### src/rtl/stream_capture_fifo.sv
// Captures a valid-only upstream stream into a small FWFT FIFO and re-presents it on a valid/ready port.
// Words arriving while the FIFO is full are dropped. Each drop sets a sticky flag and bumps a saturating counter.
module stream_capture_fifo #(
  parameter int DATA_WIDTH     = 16,
  parameter int DEPTH          = 4,
  parameter int DROP_CNT_WIDTH = 16
) (
  input  logic                         clk,
  input  logic                         resetn,
  input  logic [DATA_WIDTH-1:0]        i_input_data,
  input  logic                         i_input_data_valid,
  output logic [DATA_WIDTH-1:0]        o_output_data,
  output logic                         o_output_data_valid,
  input  logic                         i_output_data_ready,
  output logic [$clog2(DEPTH+1)-1:0]   o_fill_level,
  output logic                         o_overflow,
  input  logic                         i_overflow_clear,
  output logic [DROP_CNT_WIDTH-1:0]    o_drop_count
);

  localparam int PTR_W  = $clog2(DEPTH);
  localparam int FILL_W = $clog2(DEPTH+1);

  logic [DATA_WIDTH-1:0]     mem_q [DEPTH];
  logic [PTR_W-1:0]          wr_ptr_q, wr_ptr_d;
  logic [PTR_W-1:0]          rd_ptr_q, rd_ptr_d;
  logic [FILL_W-1:0]         fill_q, fill_d;
  logic                      overflow_q, overflow_d;
  logic [DROP_CNT_WIDTH-1:0] drop_cnt_q, drop_cnt_d;

  logic full, push, pop, drop;

  // Downstream handshake: a word transfers on every rising edge where
  // o_output_data_valid and i_output_data_ready are both high. Valid comes
  // from registered fill only and never depends on ready or upstream valid.
  assign o_output_data_valid = (fill_q != '0);
  assign o_output_data       = mem_q[rd_ptr_q];
  assign o_fill_level        = fill_q;
  assign o_overflow          = overflow_q;
  assign o_drop_count        = drop_cnt_q;

  assign full = (fill_q == FILL_W'(DEPTH));
  assign pop  = o_output_data_valid && i_output_data_ready;
  assign push = i_input_data_valid && (!full || pop);
  assign drop = i_input_data_valid && full && !pop;

  always_comb begin
    wr_ptr_d   = wr_ptr_q;
    rd_ptr_d   = rd_ptr_q;
    fill_d     = fill_q;
    overflow_d = overflow_q;
    drop_cnt_d = drop_cnt_q;

    if (push) wr_ptr_d = wr_ptr_q + PTR_W'(1);
    if (pop)  rd_ptr_d = rd_ptr_q + PTR_W'(1);

    if (push && !pop)      fill_d = fill_q + FILL_W'(1);
    else if (pop && !push) fill_d = fill_q - FILL_W'(1);

    // A clear takes effect first, so a drop in the same cycle counts as 1.
    if (i_overflow_clear) begin
      overflow_d = 1'b0;
      drop_cnt_d = '0;
    end
    if (drop) begin
      overflow_d = 1'b1;
      if (drop_cnt_d != '1) drop_cnt_d = drop_cnt_d + DROP_CNT_WIDTH'(1);
    end
  end

  // Storage carries no reset; the fill count alone decides what is valid.
  always_ff @(posedge clk) begin
    if (push) mem_q[wr_ptr_q] <= i_input_data;
  end

  always_ff @(posedge clk or negedge resetn) begin
    if (!resetn) begin
      wr_ptr_q   <= '0;
      rd_ptr_q   <= '0;
      fill_q     <= '0;
      overflow_q <= 1'b0;
      drop_cnt_q <= '0;
    end else begin
      wr_ptr_q   <= wr_ptr_d;
      rd_ptr_q   <= rd_ptr_d;
      fill_q     <= fill_d;
      overflow_q <= overflow_d;
      drop_cnt_q <= drop_cnt_d;
    end
  end

endmodule
### config.mk
export PLATFORM = sky130hd
export DESIGN_NAME = stream_capture_fifo
export DESIGN_NICKNAME = d
export VERILOG_FILES = /design/src/rtl/stream_capture_fifo.sv
export SDC_FILE = /design/constraint.sdc
export NUM_CORES = 1
export LEC_CHECK = 0
export CAP_MARGIN = 20
export CORE_MARGIN = 10
export CORE_UTILIZATION = 38
export CTS_CLUSTER_SIZE = 10
export DETAILED_ROUTE_END_ITERATION = 8
export GPL_TIMING_DRIVEN = 0
export PLACE_DENSITY = 0.6
export SYNTH_ARGS = -nofsm -noshare
export SYNTH_HDL_FRONTEND = slang
export SYNTH_SLANG_ARGS = --single-unit
### constraint.sdc
create_clock -name clk -period 2.7 [get_ports clk]
set_input_delay 0.54 -clock clk [delete_from_list [all_inputs] [get_ports clk]]
set_output_delay 0.54 -clock clk [all_outputs]
set_load 0.02 [all_outputs]
==> impl_results.md, run 1 <==
* Status: finished, final reports clean
* Combinational share of power at approximately a third
* Crit path required time at 2.16 ns
* Hold/Removal Path Class: reg -> reg
* First-pass GRT wire length at 12200 um
* ANT nets after route at 0
* Vias in the first global route at 2257
* Slew at the pin with the worst max-slew slack at between 0.8 and 0.9 ns
* Tmin final at 2.54 ns
* Power Internal at between 0.003 and 0.004 W
* Worst-path cell chain: buf_4 -> mux4_2 -> clkdlybuf4s50_1
* Post-Syn Area at 3660 um^2
* Diode count at 0
* Top-count cell post-synth: edfxtp_1
* Clk sinks at slightly below 90
* Initial core utilization at 39.3%
* Slowest-stage cell, CP: clkdlybuf4s50_1
* Fin crit share at approximately 94%
* Pwr per Cell Area at 934 nW/um^2
* First-pass detailed-route iteration total at 4
* CTS H-tree lvls at 3
* Maximum clock path buffer count at 2
* Worst Skew at between 0.008 and 0.009 ns
* Hold Buf Count CTS at 0
* Yosys warnings at 0
* Clk slew on worst S/H paths at 0.09 ns
* Hold Violations, Final at 0
* Worst path bufs/invs at 2
* DRT iter0 DRCs at between 40 and 50
* Final WL at about 7400 um
* Top cells by count, synth: edfxtp_1, dfrtp_1, mux4_2
* Die width at ~120 um
* TNS Setup at 0 ns
* Syn avg cell area at around 17 um^2
* Mapped Nets at roughly 250
* Residual DRC count at 0
* Setup repair after global routing missed its margin: no
* CTS Buf Count at 9
* Seq/Total Area, Yosys at approximately 70%
* Root Buffer: clkbuf_8
* Core region area at 9330 um^2
* Worst path top cell family by delay: buffers and inverters
* Die extent in y at approximately 120 um
* CTS tree: built
* Clock latency on the worst-skew pair at between 0.3 and 0.4 ns
* Rows at 35
* VDD IR-drop max at 0.000394 V
* Yosys top cell area share at 52.5%
* Kind of end point of the critical path: output pin
* IO Port Bufs at 57
* Max-cap viol count at 0
* Kind of critical path: reg -> out
* # IOs at 58
* GRT Overall Usage at 10.9%
* Rel. slew slack at a little over two fifths
* Synth async-reset ratio at a little over a quarter
* Post-place instance area at about 4400 um^2
* Antenna violations before repair at 0
* Pin count of the biggest net entering global routing at 17
* Leak Pwr at ~1.7 nW
* Clock power frac at 25.3%
* Largest stage delay, worst path at ~0.56 ns
* Sw frac at 30.7%
* CP Launch Type: flop
* Cell taking the most area after synthesis: edfxtp_1
* Synth cell types at 40
* Final net count at 316
* Portion of total power attributed to sequential cells at between 40% and 50%
* Fraction of layout cells with a size suffix above 1 at roughly 17%
* Vias at 2060
* WL/cell at roughly 17 um
* Synth area leaders: edfxtp_1, dfrtp_1, mux4_2
* Grt total ovfl at 0
* Fmax at a little under 400 MHz
* #FFs+latches synth at 88
* Final Cell Area at roughly 4700 um^2
* DP Wirelength at between 5000 and 6000 um
* Vias per cell at ~4.9
* Final Max Tran Viols at 0
* WP data arrival at about 2.0 ns
* Post-synth top flop: edfxtp_1
* Largest fanout on the critical path at 9
* Post-synth EDFFs at 64
* Routability cong. at about 0.75
* Setup violations, final at 0
* Post-Syn Instances at 220
* Sw power at about 0.0013 W
* Area Growth Syn to Fin at 28.1%
* Die area at between 10000 and 15000 um^2
-- final cells by class --
class                           count  area [um^2]
Sequential cell                    88         2520
Multi-Input combinational cell    119         1110
Timing Repair Buffer               58          588
Inverter                            6         22.5
Tap cell                          129          161
Clock buffer                        9          124
Fill cell                         815         4630
Buffer                              6         40.0
Clock inverter                      7          126
-- what timing repair did --
| item | 4_1_cts | 5_1_grt |
|---|---|---|
| setup buffers | 0 | 0 |
| resized for setup | 15 | 6 |
| pin swaps | 0 | 0 |
| endpoints found under the setup margin | 17 | 9 |
| endpoints found under the hold margin | 0 | 0 |
| gates cloned | 0 | 0 |
-- kinds of logic (layout without fill, tap and decap cells) --
kind of cell | count (synthesis) | in the layout | synth area share, %
flip-flops | 88 | 88 | 68.9
AND/OR/NAND/NOR | 63 | 63 | 10.2
multiplexers | 18 | 18 | 10.5
XOR/XNOR | 16 | 16 | 3.83
AO/OA/AOI/OAI | 15 | 15 | 2.63
buffers and inverters | 13 | 86 | 1.43
adder cells (fa/ha/maj) | 7 | 7 | 2.60
-- cells in the final DEF, fill, tap and decap left out, drive strengths merged, types with 2 or more instances in the layout --
master,n
a21oi,3
and3,5
buf,4
bufinv,3
clkbuf,12
clkdlybuf4s50,49
dfrtp,24
dlygate4sd2,8
edfxtp,64
ha,6
inv,8
mux2,2
mux4,16
nand2,11
nand2b,5
nand3,6
nand4,3
nor2,11
nor2b,5
nor3,2
nor4,2
o2111ai,2
o21ai,5
o31ai,3
or3,3
xnor2,11
xor2,5
-- stage by stage --
step	total power (W)	worst slack (ns)	util, %	std cells	hold slack (ns)
2_1_floorplan	0.00274	0.489	-	220	0.244
3_3_place_gp	0.00337	-0.524	47.1	406	0.500
3_5_place_dp	0.00339	-0.492	47.4	407	0.518
4_1_cts	0.00447	0.0313	50.2	422	0.533
5_1_grt	0.00463	0.0677	50.3	422	0.561
6_report	0.00438	0.157	50.3	422	0.529
-- worst register-to-register path, delay by kind of cell (launching register included) --
kind                       cells  cell delay [ns]
DFF                            1             0.48
buffers and inverters          1             0.06
and+or+nand+nor                3             0.67
xor gates and xnor gates       2             0.32
adders and majority gates      2             0.57
-- power groups by stage --
stage	sequential, W	clock (W)	combinational, W
2_1_floorplan	0.00186	0	0.000881
3_3_place_gp	0.00184	0	0.00152
3_5_place_dp	0.00185	0	0.00154
4_1_cts	0.00185	0.00115	0.00147
5_1_grt	0.00188	0.00120	0.00155
6_report	0.00184	0.00111	0.00143
-- per-layer routing --
metal	share of wire, %	global-route usage (%)
met4	1.3	4.64
met5	0	0
met3	5.1	2.86
met2	49	18.1
met1	45	13.1
-- final timing paths --
kind	startpoint	endpoint	slack [ns]	cells after the start
min reg2reg	o_drop_count[6]$_DFF_PN0_	o_drop_count[6]$_DFF_PN0_	0.53	1
max	rd_ptr_q[0]$_DFFE_PN0N_	o_output_data[15]	0.16	3
max in group asynchronous	resetn	rd_ptr_q[1]$_DFFE_PN0N_	1.65	2
min in group asynchronous	resetn	o_drop_count[2]$_DFF_PN0_	0.55	1
min	o_drop_count[6]$_DFF_PN0_	o_drop_count[6]$_DFF_PN0_	0.53	1
max reg2reg	o_fill_level[0]$_DFFE_PN0P_	o_fill_level[2]$_DFFE_PN0P_	0.52	8
-- registers in the layout, summed over array words and instances (netlist names) --
signal and cells:
mem_q 64, o_drop_count 16, o_fill_level 3, rd_ptr_q 2
wr_ptr_q 2, o_overflow 1
Note: power is estimated with default switching activity, not from simulation.
==> inputs of run 2 (changes only) <==
--- a/config.mk
+++ b/config.mk
@@ -5,13 +5,15 @@
 export SDC_FILE = /design/constraint.sdc
 export NUM_CORES = 1
 export LEC_CHECK = 0
+export ABC_AREA = 1
 export CAP_MARGIN = 20
 export CORE_MARGIN = 10
 export CORE_UTILIZATION = 38
 export CTS_CLUSTER_SIZE = 10
 export DETAILED_ROUTE_END_ITERATION = 8
 export GPL_TIMING_DRIVEN = 0
-export PLACE_DENSITY = 0.6
+export PLACE_DENSITY = 0.59
+export SKIP_LAST_GASP = 1
 export SYNTH_ARGS = -nofsm -noshare
 export SYNTH_HDL_FRONTEND = slang
 export SYNTH_SLANG_ARGS = --single-unit
==> run 2 against run 1 <==
Flip-flop and latch count unchanged. Clock skew increased by 0.0047 ns. Final area increased by 7.5%. Count of clock-buffer cells in the layout unchanged. Largest power group unchanged.
==> impl_results.md, run 2 <==
* Vias at 2950 (+43%)
* Fraction of layout cells with a size suffix above 1 at 13.4% (-4.0 points)
* Pwr per Cell Area at 874 nW/um^2 (-6.4%)
* VDD IR-drop max at 0.000419 V (+6.5%)
* Top cells by count, synth: nand2_1, edfxtp_1, nor2_1, o21ai_0, inv_1
* Postcts setup bufs at 0 (unchanged)
* Combinational share of power at 38.0% (+5.4 points)
* Grt total ovfl at 0 (unchanged)
* Placed cells at 584 (+43%)
* Reg-to-Reg End: o_fill_level[1]$_DFFE_PN0P_
* Setup violations, final at 0 (unchanged)
* Clock power frac at 20.3% (-5.0 points)
* Pin count of the biggest net entering global routing at 19 (+2)
* Commonest cells after routing, fill and taps aside: nand2_1, edfxtp_1, nor2_1, clkdlybuf4s50_1, o21ai_0
* Yosys top cell area share at 47.6% (-4.9 points)
* WP data arrival at 1.95 ns (-0.05 ns)
* Clock latency on the worst-skew pair at 0.37 ns (+0.02 ns)
* Worst Skew at 0.0134 ns (+0.00468 ns)
* Final WL at 9780 um (+33%)
* Compound-Gate Fraction of Synth Area at 8.05% (+5.4 points)
* Multiplexer share of the synthesized area at 0.279% (-10 points)
* Post-Syn Instances at 389 (+77%)
* # IOs at 58 (unchanged)
* Clk sinks at 88 (unchanged)
* Post-Synth Adder-Cell Area at 2.35% (-0.24 points)
* Fin util at 48.9% (-1.4 points)
* Rows at 37 (+5.7%)
* Die width at 123 um (+4.2%)
* GRT Overall Usage at 13.4% (+2.5 points)
* Syn avg cell area at 10.4 um^2 (-38%)
* Portion of total power attributed to sequential cells at 41.7% (-0.4 points)
* Die extent in y at 123 um (+4.2%)
* Top-count cell post-synth: nand2_1
* Max-cap viol count at 0 (unchanged)
* Setup crit end: o_output_data[12]
* Rel. slew slack at 35.5% (-6.3 points)
* Final Max Tran Viols at 0 (unchanged)
* Yosys warnings at 0 (unchanged)
* Diode count at 0 (unchanged)
* TNS Setup at 0 ns (unchanged)
* WL/cell at 16.3 um (-6.5%)
* Kind of critical path: reg -> out
* Flop-to-flop setup slack at 0.52 ns (about the same)
* Post-place instance area at 4840 um^2 (+9.4%)
* Clk slew on worst S/H paths at 0.10 ns (about the same)
* Combinational family with the most area after synthesis: simple AND/OR/NAND/NOR gates
* Area Growth Syn to Fin at 25.0%
* Sw power at 0.00171 W (+27%)
* Synth async-reset ratio at 27.3% (unchanged)
* Synth Area in XOR/XNOR at 2.39% (-1.4 points)
* Core region area at 10300 um^2 (+11%)
* Tmin final at 2.49 ns (-0.0564 ns)
* Hold/Removal Path Class: reg -> reg
* CTS Buf Count at 9 (unchanged)
* Leak Pwr at 1.98 nW (+20%)
* Worst hold start: o_overflow$_DFFE_PN0P_
* Post-synth EDFFs at 64 (unchanged)
* Synth cell types at 28 (-30%)
* Maximum clock path buffer count at 2 (unchanged)
* Status: finished, final reports clean
* First-pass GRT wire length at 15800 um (+30%)
* Cell taking the most area after synthesis: edfxtp_1
* Final Cell Area at 5050 um^2 (+7.5%)
* Hold Buf Count CTS at 0 (unchanged)
* CTS H-tree lvls at 3 (unchanged)
* Synth area leaders: edfxtp_1, dfrtp_1, nand2_1
* Post-synth top flop: edfxtp_1
* Hold Violations, Final at 0 (unchanged)
* IO Port Bufs at 56 (-1.8%)
* Vias in the first global route at 3025 (+34%)
* Largest register FFs at 64 (unchanged)
* First-pass detailed-route iteration total at 4 (unchanged)
* Worst R2R Start: o_fill_level[0]$_DFFE_PN0P_
* Vias per cell at 4.92 (+0.72%)
* Commonest non-fill, non-tap cell in the layout: nand2_1
* # fillers at 949 (+16%)
* Crit path required time at 2.16 ns (about the same)
* FF/Latch Area at 2520 um^2 (about the same)
* Kind of end point of the critical path: output pin
* Seq/Total Area, Yosys at 62.5% (-6.4 points)
* Antenna violations before repair at 0 (unchanged)
* CTS tree: built
* Largest fanout on the critical path at 10 (+1)
* Final net count at 487 (+54%)
* Mapped Nets at 417 (+68%)
* Die area at 15200 um^2 (+8.5%)
* Crit path from: rd_ptr_q[1]$_DFFE_PN0N_
* Setup repair after global routing missed its margin: no
* #FFs+latches synth at 88 (unchanged)
* Initial core utilization at 39.1% (-0.15 points)
* Post-Syn Area at 4040 um^2 (+10%)
* Routability cong. at 0.842 (+12%)
* Sw frac at 38.7% (+8.1 points)
* Fmax at 402 MHz (+2.3%)
* Power Internal at 0.00270 W (-11%)
* Non-Filler Instances at 600 (+42%)
* Slew at the pin with the worst max-slew slack at 0.966 ns (+0.0937 ns)
* Residual DRC count at 0 (unchanged)
* CP Launch Type: flop
* Root Buffer: clkbuf_8
* Area of the multi-input gates at 1330 um^2 (+20%)
* R2R depth at 8 (unchanged)
* Most flops, register: mem_q
* ANT nets after route at 0 (unchanged)
* Post-Synth Simple-Gate Area at 19.7% (+9.5 points)
* Fin crit share at 92.1% (-2.1 points)
* DP Wirelength at 6790 um (+35%)
* DRT iter0 DRCs at 255 (+420%)
run 2: cell types whose count changed in the layout (fill, tap and decap cells not counted), sizes merged, moves of 6 or more:
cell	change
nand2	+66
nor2	+62
o21ai	+38
inv	+30
mux4	-16
o22ai	+16
nand3	+13
clkdlybuf4s50	-9
xnor2	-9
clkbuf	+6
run 2: logic make-up (layout without fill, tap and decap cells):
| logic type | after synthesis | after routing |
|---|---|---|
| and+or+nand+nor | 176 | 176 |
| DFF | 88 | 88 |
| AOI/OAI and AO/OA | 61 | 61 |
| buffers and inverters | 45 | 120 |
| xor gates and xnor gates | 11 | 11 |
| adders and majority gates | 7 | 7 |
| muxes | 1 | 1 |
run 2: what timing repair did:
item                       CTS  global route
pin swaps                    0             0
resized for setup           22             6
setup endpoints to repair   16             5
run 2: power groups by stage:
stage | Sequential (W) | Clock (W) | Combinational (W)
floorplan | 0.00187 | 0 | 0.000939
global placement | 0.00187 | 0 | 0.00174
detailed placement | 0.00187 | 0 | 0.00179
CTS | 0.00184 | 0.000928 | 0.00172
global route | 0.00187 | 0.000978 | 0.00187
finish | 0.00184 | 0.000894 | 0.00168
run 2: per-stage QoR:
stage | hold WS (ns) | total power, W | setup slack [ns]
after floorplan | 0.244 | 0.00281 | 0.662
after global placement | 0.470 | 0.00361 | -0.386
after detailed placement | 0.478 | 0.00366 | 0.00231
after CTS | 0.507 | 0.00449 | -0.0610
after global routing | 0.538 | 0.00472 | 0.0794
final | 0.504 | 0.00441 | 0.214
run 2: critical path, cell delays in order, from the launching register on:
cell and delay (ns):
dfrtp_1 0.51, inv_2 0.17, clkbuf_2 0.25, o21ai_0 0.12, o22ai_1 0.17, dlygate4sd2_1 0.36
run 2: final cells by class:
cell class | instances | area share (%)
Buffer | 12 | 1.56
Clock buffer | 9 | 2.45
Clock inverter | 7 | 1.39
Inverter | 33 | 2.60
Multi-Input combinational cell | 256 | 26.4
Sequential cell | 88 | 50.0
Tap cell | 136 | 3.37
Timing Repair Buffer | 59 | 12.2
run 2: how the worst min path moves through the flow:
stage	cells after the start	to	slack, ns
4_1_cts	2	o_overflow$_DFFE_PN0P_	0.51
2_1_floorplan	0	o_drop_count[0]$_DFF_PN0_	0.24
3_5_place_dp	2	o_overflow$_DFFE_PN0P_	0.48
3_3_place_gp	2	o_overflow$_DFFE_PN0P_	0.47
6_report	2	o_overflow$_DFFE_PN0P_	0.50
5_1_grt	2	o_overflow$_DFFE_PN0P_	0.54
run 2: per-layer routing:
metal  up-vias  track usage (%)  part of all wire [%]
met3        12             4.69                   6.5
li1       1460                -                     -
met2        74             21.5                    47
met5         -                0                     0
met1      1404             16.7                    45
met4         0             4.44                   1.5
==> inputs of run 3 (changes only) <==
--- a/config.mk
+++ b/config.mk
@@ -5,14 +5,13 @@
 export SDC_FILE = /design/constraint.sdc
 export NUM_CORES = 1
 export LEC_CHECK = 0
-export ABC_AREA = 1
 export CAP_MARGIN = 20
 export CORE_MARGIN = 10
 export CORE_UTILIZATION = 38
 export CTS_CLUSTER_SIZE = 10
 export DETAILED_ROUTE_END_ITERATION = 8
 export GPL_TIMING_DRIVEN = 0
-export PLACE_DENSITY = 0.59
+export PLACE_DENSITY = 0.6
 export SKIP_LAST_GASP = 1
 export SYNTH_ARGS = -nofsm -noshare
 export SYNTH_HDL_FRONTEND = slang
==> run 3 against run 2 <==
Sequential power hardly changed. Critical path type unchanged. Via count is 30% lower. Sequential share of layout area is 3.8 points higher. Total power is 0.54% lower. Register-to-register slack hardly changed. Clock power is 24% higher. Non-clock buffer count is 7 lower. First-iteration DRC count is 81% lower. Flip-flop and latch count stayed put. Final area is 6.9% lower. Setup slack worse by 0.057 ns. Count of clock-buffer cells in the layout stayed put.
==> impl_results.md, run 3 (same netlist as run 1, synthesis figures left out) <==
* Commonest cells after routing, fill and taps aside: edfxtp_1, clkdlybuf4s50_1, dfrtp_1, mux4_2
* DP Wirelength at 5020 um (-26%)
* Vias per cell at 4.88 (-0.71%)
* Hold/Removal Path Class: reg -> reg
* Maximum clock path buffer count at 2 (unchanged)
* Non-Filler Instances at 422 (-30%)
* Pwr per Cell Area at 934 nW/um^2 (+6.9%)
* Clk sinks at 88 (unchanged)
* R2R depth at 8 (unchanged)
* Setup crit end: o_output_data[15]
* Setup repair after global routing missed its margin: no
* Commonest non-fill, non-tap cell in the layout: edfxtp_1
* Vias in the first global route at 2257 (-25%)
* Tmin final at 2.54 ns (+0.0567 ns)
* Rows at 35 (-5.4%)
* WL met2 at 3570 um (-22%)
* Kind of critical path: reg -> out
* Core region area at 9330 um^2 (-9.6%)
* Die area at 14000 um^2 (-7.8%)
* Root Buffer: clkbuf_8
* Leak Pwr at 1.66 nW (-16%)
* ANT nets after route at 0 (unchanged)
* TNS Setup at 0 ns (unchanged)
* Diode count at 0 (unchanged)
* Worst R2R Start: o_fill_level[0]$_DFFE_PN0P_
* WL/cell at 17.4 um (+7.1%)
* Crit path required time at 2.16 ns (about the same)
* Kind of end point of the critical path: output pin
* Die width at 118 um (-4.0%)
* Routability cong. at 0.753 (-11%)
* Residual DRC count at 0 (unchanged)
* GRT Overall Usage at 10.9% (-2.5 points)
* CTS Buf Count at 9 (unchanged)
* Placed cells at 407 (-30%)
* Final Cell Area at 4700 um^2 (-6.9%)
* Final WL at 7360 um (-25%)
* Fraction of layout cells with a size suffix above 1 at 17.4% (+4.0 points)
* IO Port Bufs at 57 (+1.8%)
* # IOs at 58 (unchanged)
* Status: finished, final reports clean
* Clk slew on worst S/H paths at 0.09 ns (about the same)
* Final net count at 316 (-35%)
* Final Max Tran Viols at 0 (unchanged)
* Setup violations, final at 0 (unchanged)
* Crit path from: rd_ptr_q[0]$_DFFE_PN0N_
* Met3 Wirelength at 376 um (-41%)
* Setup WS post-layout at 0.157 ns (-0.0567 ns)
* Reg-to-Reg End: o_fill_level[2]$_DFFE_PN0P_
* Largest register FFs at 64 (unchanged)
* Max-cap viol count at 0 (unchanged)
* DRT iter0 DRCs at 49 (-81%)
* Hold Violations, Final at 0 (unchanged)
* Most flops, register: mem_q
* Fmax at 393 MHz (-2.2%)
* Fin crit share at 94.2% (+2.1 points)
* Post-Route M1 WL at 3320 um (-24%)
* CTS H-tree lvls at 3 (unchanged)
* Pre-CTS setup slack at -0.492 ns (-0.494 ns)
* Area Growth Syn to Fin at 28.2%
* Initial core utilization at 39.3% (+0.15 points)
* Worst Skew at 0.00873 ns (-0.00465 ns)
* First-pass detailed-route iteration total at 4 (unchanged)
* Flop-to-flop setup slack at 0.52 ns (about the same)
* Slew at the pin with the worst max-slew slack at 0.876 ns (-0.0901 ns)
* CP Launch Type: flop
* First-pass GRT wire length at 12200 um (-23%)
* Post-place instance area at 4420 um^2 (-8.6%)
* Max layer used: met4
* Clock latency on the worst-skew pair at 0.35 ns (-0.02 ns)
* Largest fanout on the critical path at 9 (-1)
* Vias at 2060 (-30%)
* Antenna violations before repair at 0 (unchanged)
* Pin count of the biggest net entering global routing at 17 (-2)
* Grt total ovfl at 0 (unchanged)
* Fin util at 50.4% (+1.5 points)
* CTS tree: built
* Rel. slew slack at 41.6% (+6.1 points)
* WP data arrival at 2.00 ns (+0.05 ns)
* Die extent in y at 118 um (-4.0%)
* VDD IR-drop max at 0.000394 V (-6.1%)
-- run 3: cell count changes in the layout (fill, tap and decap cells not counted), moves of 5 or more --
cell and change:
xnor2_1 +9, o21ai_0 -33, o22ai_1 -16, nand2_2 -6
mux4_2 +16, nor2_1 -45, nand3_1 -13, inv_1 -23
nor2_2 -13, and3_1 +5, nand2_1 -58, nand2b_1 +5
clkdlybuf4s50_1 +9, o21ai_1 -5
-- run 3: area by class of cell --
cell class | instances | area, um^2
inverters | 6 | 22.5
clock buffers | 9 | 124
plain buffers | 6 | 40.0
well taps | 129 | 161
clock inverters | 7 | 126
fillers | 815 | 4630
repair buffers | 58 | 592
multi-input cells | 119 | 1110
flip-flops and latches | 88 | 2520
-- run 3: layer usage --
metal / GRT usage, % / up-vias
met4: 4.64 / 0
met5: 0 / -
li1: - / 975
met3: 2.86 / 8
met2: 18.1 / 52
met1: 13.1 / 1025
-- run 3: worst min-delay path by stage --
stage / to / startpoint / slack, ns / cells past startpoint
6_report: o_drop_count[6]$_DFF_PN0_ / o_drop_count[6]$_DFF_PN0_ / 0.53 / 1
5_1_grt: o_drop_count[2]$_DFF_PN0_ / resetn / 0.56 / 1
4_1_cts: o_drop_count[6]$_DFF_PN0_ / o_drop_count[6]$_DFF_PN0_ / 0.53 / 1
3_5_place_dp: o_drop_count[6]$_DFF_PN0_ / o_drop_count[6]$_DFF_PN0_ / 0.52 / 1
3_3_place_gp: o_drop_count[6]$_DFF_PN0_ / o_drop_count[6]$_DFF_PN0_ / 0.50 / 1
2_1_floorplan: o_drop_count[0]$_DFF_PN0_ / resetn / 0.24 / 0
-- run 3: what timing repair did --
action                     4_1_cts  5_1_grt
setup endpoints to repair       17       10
hold buffers                     0        0
gates resized for setup         14        7
buffers inserted                 0        0
-- run 3: worst max-delay path, cell delays in order (launching register included) --
cell and delay [ns]:
dfrtp_1 0.33, buf_4 0.22, mux4_2 0.55, clkdlybuf4s50_1 0.56
-- run 3: power by group --
| part | switching (W) | internal [W] | total (W) |
|---|---|---|---|
| combinational | 0.000744 | 0.000692 | 0.00144 |
| clock | 0.000482 | 0.000626 | 0.00111 |
| sequential | 0.000119 | 0.00173 | 0.00184 |
| total | 0.00134 | 0.00304 | 0.00439 |
-- run 3: per-stage QoR --
step	power (W)	hold slack, ns
floorplan	0.00274	0.244
global placement	0.00337	0.500
detailed placement	0.00339	0.518
CTS	0.00448	0.533
global route	0.00463	0.561
finish	0.00439	0.529
